### src/rtl/mem_ctrl_pkg.sv
// rtl/mem_ctrl_pkg.sv - widths and FSM state type for mem_ctrl; SRAM_W grows by one under MEM_CTRL_PARITY_EN
package mem_ctrl_pkg;
    localparam int ADDR_W = 8;
    localparam int DATA_W = 8;
`ifdef MEM_CTRL_PARITY_EN
    localparam int SRAM_W = DATA_W + 1;
`else
    localparam int SRAM_W = DATA_W;
`endif
    typedef enum logic [1:0] {
        IDLE  = 2'd0,
        ISSUE = 2'd1,
        WAIT  = 2'd2,
        RESP  = 2'd3
    } mem_ctrl_state_e;
endpackage

### src/rtl/mem_ctrl_if.sv
// rtl/mem_ctrl_if.sv - shared memory port between arbiter (master) and mem_ctrl (slave)
interface mem_ctrl_if;
    import mem_ctrl_pkg::*;
    logic              mem_req_valid;
    logic              mem_req_ready;
    logic              mem_req_we;
    logic [ADDR_W-1:0] mem_req_addr;
    logic [DATA_W-1:0] mem_req_write;
    logic              mem_resp_valid;
    logic [DATA_W-1:0] mem_resp_data;
    logic              mem_parity_err;

    modport master (
        output mem_req_valid, mem_req_we, mem_req_addr, mem_req_write,
        input  mem_req_ready, mem_resp_valid, mem_resp_data, mem_parity_err
    );
    modport slave (
        input  mem_req_valid, mem_req_we, mem_req_addr, mem_req_write,
        output mem_req_ready, mem_resp_valid, mem_resp_data, mem_parity_err
    );
endinterface

### src/rtl/mem_parity.sv
// rtl/mem_parity.sv - combinational even-parity bit over one data word
module mem_parity
    import mem_ctrl_pkg::*;
(
    input  logic [DATA_W-1:0] i_data,
    output logic              o_parity
);
    assign o_parity = ^i_data;
endmodule

### src/rtl/mem_ctrl.sv
// rtl/mem_ctrl.sv - one-at-a-time sequencer from the shared memory port to a fixed-latency sync SRAM
// Optional MEM_CTRL_PARITY_EN stores an even-parity bit alongside each word and flags mismatches on reads.
module mem_ctrl
    import mem_ctrl_pkg::*;
#(
    parameter int RD_LAT = 2,
    parameter int WR_LAT = 0
)
(
    input  logic              clk,
    input  logic              resetN,
    mem_ctrl_if.slave         mem,
    output logic              sram_cs,
    output logic              sram_we,
    output logic [ADDR_W-1:0] sram_addr,
    output logic [SRAM_W-1:0] sram_wdata,
    input  logic [SRAM_W-1:0] sram_rdata
);
    localparam logic [1:0] S_IDLE  = IDLE;
    localparam logic [1:0] S_ISSUE = ISSUE;
    localparam logic [1:0] S_WAIT  = WAIT;
    localparam logic [1:0] S_RESP  = RESP;

    generate
        if (RD_LAT < 1 || RD_LAT > 15) begin : g_bad_rd_lat
            $error("mem_ctrl: RD_LAT must be 1..15");
        end
        if (WR_LAT < 0 || WR_LAT > 15) begin : g_bad_wr_lat
            $error("mem_ctrl: WR_LAT must be 0..15");
        end
    endgenerate

    logic [1:0]        r_state;
    logic [3:0]        r_cnt;
    logic [DATA_W-1:0] r_resp_data;
    logic              r_parity_err;
    logic              r_sram_cs;
    logic              r_sram_we;
    logic [ADDR_W-1:0] r_sram_addr;
    logic [SRAM_W-1:0] r_sram_wdata;
    logic [SRAM_W-1:0] w_wdata_word;
    logic              w_rd_perr;

`ifdef MEM_CTRL_PARITY_EN
    logic w_wr_par;
    logic w_rd_par;
    mem_parity u_par_gen (.i_data(mem.mem_req_write),          .o_parity(w_wr_par));
    mem_parity u_par_chk (.i_data(sram_rdata[DATA_W-1:0]),     .o_parity(w_rd_par));
    assign w_wdata_word = {w_wr_par, mem.mem_req_write};
    assign w_rd_perr    = (w_rd_par != sram_rdata[DATA_W]);
`else
    assign w_wdata_word = mem.mem_req_write;
    assign w_rd_perr    = 1'b0;
`endif

    // The sram_* registers double as the request latch; only chip select pulses.
    always_ff @(posedge clk or negedge resetN) begin
        if (!resetN) begin
            r_state      <= S_IDLE;
            r_cnt        <= 4'd0;
            r_resp_data  <= '0;
            r_parity_err <= 1'b0;
            r_sram_cs    <= 1'b0;
            r_sram_we    <= 1'b0;
            r_sram_addr  <= '0;
            r_sram_wdata <= '0;
        end else begin
            r_sram_cs <= 1'b0;
            case (r_state)
                S_IDLE: begin
                    if (mem.mem_req_valid) begin
                        r_state      <= S_ISSUE;
                        r_sram_cs    <= 1'b1;
                        r_sram_we    <= mem.mem_req_we;
                        r_sram_addr  <= mem.mem_req_addr;
                        r_sram_wdata <= w_wdata_word;
                    end
                end
                S_ISSUE: begin
                    if (!r_sram_we) begin
                        r_state <= S_WAIT;
                        r_cnt   <= 4'(RD_LAT - 1);
                    end else if (WR_LAT == 0) begin
                        r_state      <= S_RESP;
                        r_resp_data  <= '0;
                        r_parity_err <= 1'b0;
                    end else begin
                        r_state <= S_WAIT;
                        r_cnt   <= 4'(WR_LAT - 1);
                    end
                end
                S_WAIT: begin
                    if (r_cnt == 4'd0) begin
                        r_state <= S_RESP;
                        if (!r_sram_we) begin
                            r_resp_data  <= sram_rdata[DATA_W-1:0];
                            r_parity_err <= w_rd_perr;
                        end else begin
                            r_resp_data  <= '0;
                            r_parity_err <= 1'b0;
                        end
                    end else begin
                        r_cnt <= r_cnt - 4'd1;
                    end
                end
                default: r_state <= S_IDLE;
            endcase
        end
    end

    assign mem.mem_req_ready  = (r_state == S_IDLE) && resetN;
    assign mem.mem_resp_valid = (r_state == S_RESP);
    assign mem.mem_resp_data  = r_resp_data;
    assign mem.mem_parity_err = r_parity_err && (r_state == S_RESP);

    assign sram_cs    = r_sram_cs;
    assign sram_we    = r_sram_we;
    assign sram_addr  = r_sram_addr;
    assign sram_wdata = r_sram_wdata;
endmodule
### src/flat_wrapper.sv
// flat-port wrapper written by rule: the top's interface ports become plain ports
module mem_ctrl_flat import mem_ctrl_pkg::*;
#(
    parameter int RD_LAT = 2,
    parameter int WR_LAT = 0
)
  (clk, resetN, sram_cs, sram_we, sram_addr, sram_wdata, sram_rdata, mem_mem_req_valid, mem_mem_req_we, mem_mem_req_addr, mem_mem_req_write, mem_mem_req_ready, mem_mem_resp_valid, mem_mem_resp_data, mem_mem_parity_err);
  mem_ctrl_if mem_i ();
  input  logic clk;
  input  logic resetN;
  output logic sram_cs;
  output logic sram_we;
  output logic [ADDR_W-1:0] sram_addr;
  output logic [SRAM_W-1:0] sram_wdata;
  input  logic [SRAM_W-1:0] sram_rdata;
  input wire logic [$bits(mem_i.mem_req_valid)-1:0] mem_mem_req_valid;
  input wire logic [$bits(mem_i.mem_req_we)-1:0] mem_mem_req_we;
  input wire logic [$bits(mem_i.mem_req_addr)-1:0] mem_mem_req_addr;
  input wire logic [$bits(mem_i.mem_req_write)-1:0] mem_mem_req_write;
  output wire logic [$bits(mem_i.mem_req_ready)-1:0] mem_mem_req_ready;
  output wire logic [$bits(mem_i.mem_resp_valid)-1:0] mem_mem_resp_valid;
  output wire logic [$bits(mem_i.mem_resp_data)-1:0] mem_mem_resp_data;
  output wire logic [$bits(mem_i.mem_parity_err)-1:0] mem_mem_parity_err;
  assign mem_i.mem_req_valid = mem_mem_req_valid;
  assign mem_i.mem_req_we = mem_mem_req_we;
  assign mem_i.mem_req_addr = mem_mem_req_addr;
  assign mem_i.mem_req_write = mem_mem_req_write;
  assign mem_mem_req_ready = mem_i.mem_req_ready;
  assign mem_mem_resp_valid = mem_i.mem_resp_valid;
  assign mem_mem_resp_data = mem_i.mem_resp_data;
  assign mem_mem_parity_err = mem_i.mem_parity_err;
  mem_ctrl #(.RD_LAT(RD_LAT), .WR_LAT(WR_LAT)) u_core (.clk(clk), .resetN(resetN), .mem(mem_i), .sram_cs(sram_cs), .sram_we(sram_we), .sram_addr(sram_addr), .sram_wdata(sram_wdata), .sram_rdata(sram_rdata));
endmodule
### config.mk
export PLATFORM = sky130hd
export DESIGN_NAME = mem_ctrl_flat
export DESIGN_NICKNAME = d
export VERILOG_FILES = /design/src/rtl/mem_ctrl_pkg.sv /design/src/rtl/mem_ctrl_if.sv /design/src/rtl/mem_parity.sv /design/src/rtl/mem_ctrl.sv /design/src/flat_wrapper.sv
export SDC_FILE = /design/constraint.sdc
export NUM_CORES = 1
export LEC_CHECK = 0
export ABC_AREA = 1
export BUFFER_PORTS_ARGS = -buffer_cell sky130_fd_sc_hd__buf_2
export CAP_MARGIN = 30
export CORE_UTILIZATION = 46
export DETAILED_ROUTE_END_ITERATION = 7
export PLACE_DENSITY = 0.84
export SETUP_SLACK_MARGIN = 0.2
export SLEW_MARGIN = 5
export SYNTH_ARGS = -nofsm -noshare
export SYNTH_HDL_FRONTEND = slang
export SYNTH_SLANG_ARGS = --single-unit
### constraint.sdc
create_clock -name clk -period 1.5 [get_ports clk]
set_input_delay 0.075 -clock clk [delete_from_list [all_inputs] [get_ports clk]]
set_output_delay 0.075 -clock clk [all_outputs]
set_load 0.01 [all_outputs]
== Word-level counts from Yosys, hierarchy flattened ==
Cells that the tools add are included.
W data, S select, Z words.
Storage, ports and cells
  register bits after elaboration: 33
  input port bits: 28
Cells by class
  add/sub/neg operators: 1
  eq/ne operators: 8
  muxes and demuxes: 16
  reductions and logical operators: 9
Operators by type and width (count)
  $mux W8: 3
  $pmux W8 S2: 1
  $mux W4: 2
  $pmux W4 S2: 1
  $ne A2 B2 Y1 const B: 3
  $pmux W2 S3: 1
  $reduce_and A3 Y1: 2
  $mux W1: 5
  $eq A2 B2 Y1 const B: 2
  $logic_not A4 Y1: 1
  $mux W2: 2
  $ne A2 B1 Y1 const B: 2
  $reduce_and A2 Y1: 2
  $sub A4 B1 Y4 const B: 1
  $eq A2 B1 Y1 const B: 1
  $logic_and A1 B1 Y1: 2
  $logic_not A2 Y1: 1
  $pmux W1 S2: 1
  $reduce_bool A2 Y1: 1

== Depth between registers and ports, before layout ==
  depth after elaboration: 3
  mapped depth: 8
  depth with buffers taken out: 8

== Least setup slack after synthesis ==
Ideal clock, no wire load.
  kind: reg2reg
  from: register u_core.r_state[0]
  to: register u_core.r_cnt[2]
  setup time: 127 ps
  arrival: 1192 ps
  required time: 1373 ps
  slack: 181 ps
  cell stages (with the launch flop): 8
  path buffers: 0
  clock period less this slack: 1319 ps
  cells stage by stage: dfrtp_1 -> inv_1 -> ha_1 -> inv_1 -> a21oi_1 -> nand2_2 -> nand2_1 -> o21ai_0
On the way
  longest elaborated chain between the ends: 3
  elaborated cells on any way between the ends: 7
RTL lines
  start, declared: RTL line mem_ctrl.sv:33  | logic [1:0] r_state;
  start signal, assigned: RTL line mem_ctrl.sv:59  | r_state <= S_IDLE;
  start signal, assigned: RTL line mem_ctrl.sv:72  | r_state <= S_ISSUE;
  start signal, assigned: RTL line mem_ctrl.sv:81  | r_state <= S_WAIT;
  $eq A2 B2 Y1 or $eq A2 B1 Y1 (tied branches): RTL line mem_ctrl.sv:69  | case (r_state)
  $ne A2 B2 Y1 (no source line) or $reduce_bool A2 Y1 (tied branches)
  $reduce_and A3 Y1 (no source line)
  end signal, assigned: RTL line mem_ctrl.sv:82  | r_cnt <= 4'(RD_LAT - 1);
  end signal, assigned: RTL line mem_ctrl.sv:89  | r_cnt <= 4'(WR_LAT - 1);
  end signal, assigned: RTL line mem_ctrl.sv:103  | r_cnt <= r_cnt - 4'd1;
  end, declared: RTL line mem_ctrl.sv:34  | logic [3:0] r_cnt;
Several ways; a longest one is shown, not always the timed one.
A chain may end at the register's enable or synchronous reset.

== Worst setup path after layout ==
  from: register u_core.r_state[0]
  to: register u_core.r_resp_data[7] (netlist: u_core.mem.mem_resp_data[7])
On the way
  longest elaborated chain between the ends: 3
  elaborated cells on any way between the ends: 7
RTL lines
  $eq A2 B2 Y1 or $eq A2 B1 Y1 (tied branches): RTL line mem_ctrl.sv:69
  $ne A2 B1 Y1 (no source line) or $reduce_bool A2 Y1 (tied branches)
  $reduce_and A3 Y1 (no source line)
  end signal, assigned: RTL line mem_ctrl.sv:96  | r_resp_data <= sram_rdata[DATA_W-1:0];
  end, declared: RTL line mem_ctrl.sv:35  | logic [DATA_W-1:0] r_resp_data;
Several ways; a longest one is shown, not always the timed one.

==> results.sh <==
export IMPL_p_leak_nw=1.311
export IMPL_power_mw=4.831
export IMPL_crit_family="flip-flops"
export IMPL_critical_path_max_stage_delay_ns=0.45
export IMPL_antenna_found_initial=0
export IMPL_crit_top_cell="nand2_1"
export IMPL_pwr_density_cell_mw_per_mm2=2109
export IMPL_fin_crit_ns=1.341
export IMPL_maxSlewViolCount=0
export IMPL_synth_top_area_cell="dfrtp_1"
export IMPL_utilization_pct=73.83
export IMPL_yosysTopAreaCellShare_pct=52.29
export IMPL_grt_first_pass_wirelength_um=5561
export IMPL_die_h_um=59.70
export IMPL_status="finished, final reports clean"
export IMPL_netlist_area_mm2=0.001531
export IMPL_start_util_pct=49.35
export IMPL_grt_busiest_layer="met2"
export IMPL_cts_root_buf="clkbuf_4"
export IMPL_die_area_mm2=0.003564
export IMPL_ys_dominant_reg_cell="dfrtp_1"
export IMPL_coreArea_mm2=0.003103
export IMPL_yosys_warnings=0
export IMPL_cts_path_max_buffers=2
export IMPL_path_cells="buf_6 -> ha_4 -> o21ai_4 -> nand2_4 -> nand2_1 -> nand2_1"
export IMPL_worstPathArrival_ns=1.55
export IMPL_worstSetupPathType="register to register"
export IMPL_ys_seq_elements=32
export IMPL_finalWirelength_um=3892
export IMPL_synthToLayoutAreaGrowth_pct=49.59
export IMPL_postRouteAntennaNets=0
export IMPL_drive_above_1_share_pct=37.32
export IMPL_ys_types=21
export IMPL_synthArstFlopShare_pct=100.0
export IMPL_synth_most_common_cell="nand2_1"
export IMPL_grt_overflow_total=0
export IMPL_io_pins=57
export IMPL_end_kind="register"
export IMPL_port_buffer_count=55
export IMPL_dpl_hpwl_um=2275
export IMPL_track_usage_pct=21.48
export IMPL_worst_ep_required_time_ns=1.71
export IMPL_holdWs_ns=0.06874
export IMPL_hold_violations=0
export IMPL_clock_latency_ns=0.32
export IMPL_grt_met3_usage_pct=4.329
export IMPL_netlist_instances=188
export IMPL_synth_edf_count=0
export IMPL_rows=20
export IMPL_cts_tree="yes"
export IMPL_maxCapViolations=0
export IMPL_synth_top_cells_by_area="dfrtp_1 52%, nand2_1 21%, ha_1 5.7%, inv_1 4.9%, nand3_1 4.2%"
export IMPL_yosys_top_cells_count="85 x nand2_1, 32 x dfrtp_1, 20 x inv_1"
export IMPL_synth_avg_cell_area_um2=8.146
export IMPL_start_kind="register"
export IMPL_hp_class="primary input to register"
export IMPL_grt_max_degree=33
export IMPL_drt_pass1_iter_count=4
export IMPL_setup_tns_ns=0
export IMPL_final_setup_viol_count=0
export IMPL_cts_buffers=5
export IMPL_crit_slowest_cell="dfrtp_2"
export IMPL_placement_cell_area_mm2=0.001853
export IMPL_layout_nets=310
export IMPL_vias=1513
export IMPL_max_clock_freq_mhz=745.6
export IMPL_htree_levels=2
export IMPL_ir_drop_mv=1.068
export IMPL_first_global_vias=1341
export IMPL_ys_seq_area_share_pct=52.29
export IMPL_syn_num_nets=223
export IMPL_wire_per_inst_um=12.16
export IMPL_critPathMaxFanout=8
export IMPL_finalClockSkew_ns=0.01026
export IMPL_grt_util_met1_pct=26.09
export IMPL_grtUsageMet2_pct=37.14
export IMPL_cp_num_buf_inv=1
export IMPL_gp_congestion=0.7652
export IMPL_clock_sinks=32
export IMPL_timing_final_crit_share_pct=89.42
export IMPL_die_w_um=59.70
export IMPL_rsz0062_at_grt="yes"
export IMPL_nFillCells=231
export IMPL_route_detailed_drc=0
export IMPL_clk_pin_slew_ns=0.10
export IMPL_antenna_cells=0
export IMPL_via_per_inst=4.728
export IMPL_first_iter_violations=81
export IMPL_design_area_mm2=0.002291
==> worst min-delay path: stages <==
cell and delay (ns):
buf_2 0.10, inv_1 0.04, nor2_1 0.04, nand3_1 0.07, nand2_1 0.04
==> through the flow <==
stage,setup slack [ns],std cells
global route,0.1111,320
global placement,0.08055,286
floorplan,0.1808,188
CTS,0.1998,316
detailed placement,0.02792,286
finish,0.1588,320
==> cells in the final DEF, fill, tap and decap left out, types with 2 or more instances in the layout <==
master | Yosys | layout
buf_6 | 1 | 5
buf_2 | 1 | 54
nand3_1 | 13 | 10
ha_4 | 0 | 4
dlygate4sd3_1 | 0 | 18
o21ai_1 | 0 | 2
dfrtp_1 | 32 | 31
clkbuf_4 | 0 | 5
inv_2 | 1 | 5
nand2_4 | 2 | 2
buf_4 | 2 | 7
inv_1 | 20 | 14
nand3_2 | 0 | 3
nand2_2 | 4 | 7
nor2_1 | 9 | 9
ha_2 | 0 | 2
nand2_1 | 85 | 82
==> cell type report <==
| cell class | instances | area [µm²] | area share, % |
|---|---|---|---|
| multi-input combinational | 131 | 711.9 | 31.08 |
| timing repair buffer | 84 | 559.3 | 24.41 |
| tap | 44 | 55.05 | 2.403 |
| clock buffer | 6 | 41.29 | 1.802 |
| clock inverter | 2 | 35.03 | 1.529 |
| sequential | 32 | 802.0 | 35.01 |
| inverter | 21 | 86.33 | 3.768 |
==> cell families (layout without fill, tap and decap cells) <==
family	Yosys count	in the layout	share of synthesized area, %
AND/OR/NAND/NOR	117	117	32.11
flip-flops	32	32	52.29
buffers and inverters	25	113	7.189
adder cells (fa/ha/maj)	7	7	5.719
AO/OA/AOI/OAI	5	5	1.879
other	1	1	0.2449
XOR/XNOR	1	1	0.5720
==> state kept, by name, indices dropped and copies added (netlist names) <==
register and flops:
u_core.r_cnt 4, u_core.sram_we 1, u_core.sram_wdata 8, u_core.sram_addr 8, u_core.sram_cs 1, u_core.r_state 2
u_core.mem.mem_resp_data 8
==> power by group <==
group | total, mW | switching [mW] | internal, mW
clock | 0.624 | 0.274 | 0.349
combinational | 2.69 | 1.56 | 1.14
sequential | 1.51 | 0.247 | 1.27
==> timing repair <==
item | in CTS | in global routing
pin swaps | 2 | 8
buffers inserted | 4 | 4
cloned | 0 | 0
hold buffers | 18 | 0
gates resized for setup | 15 | 22
setup endpoints to repair | 32 | 33
endpoints found under the hold margin | 49 | 0
==> metal layers <==
metal / vias up / routed length [µm]
li1: 745 / -
met1: 697 / 1644
met2: 63 / 1964
met3: 8 / 222
met4: 0 / 60
met5: - / 0
==> path summary, 6_finish.rpt <==
path                                startpoint                     endpoint  slack (ns)  cells past startpoint
max                          u_core.r_state[0]  u_core.mem.mem_resp_data[7]        0.16                      6
min                              sram_rdata[5]  u_core.mem.mem_resp_data[5]        0.07                      5
max reg2reg                  u_core.r_state[0]  u_core.mem.mem_resp_data[7]        0.16                      6
min reg2reg                u_core.sram_addr[6]          u_core.sram_addr[6]        0.48                      2
max in group asynchronous               resetN            u_core.r_state[0]        0.86                      3
min in group asynchronous               resetN  u_core.mem.mem_resp_data[4]        0.33                      3
Power figures use the tool's default switching activity.
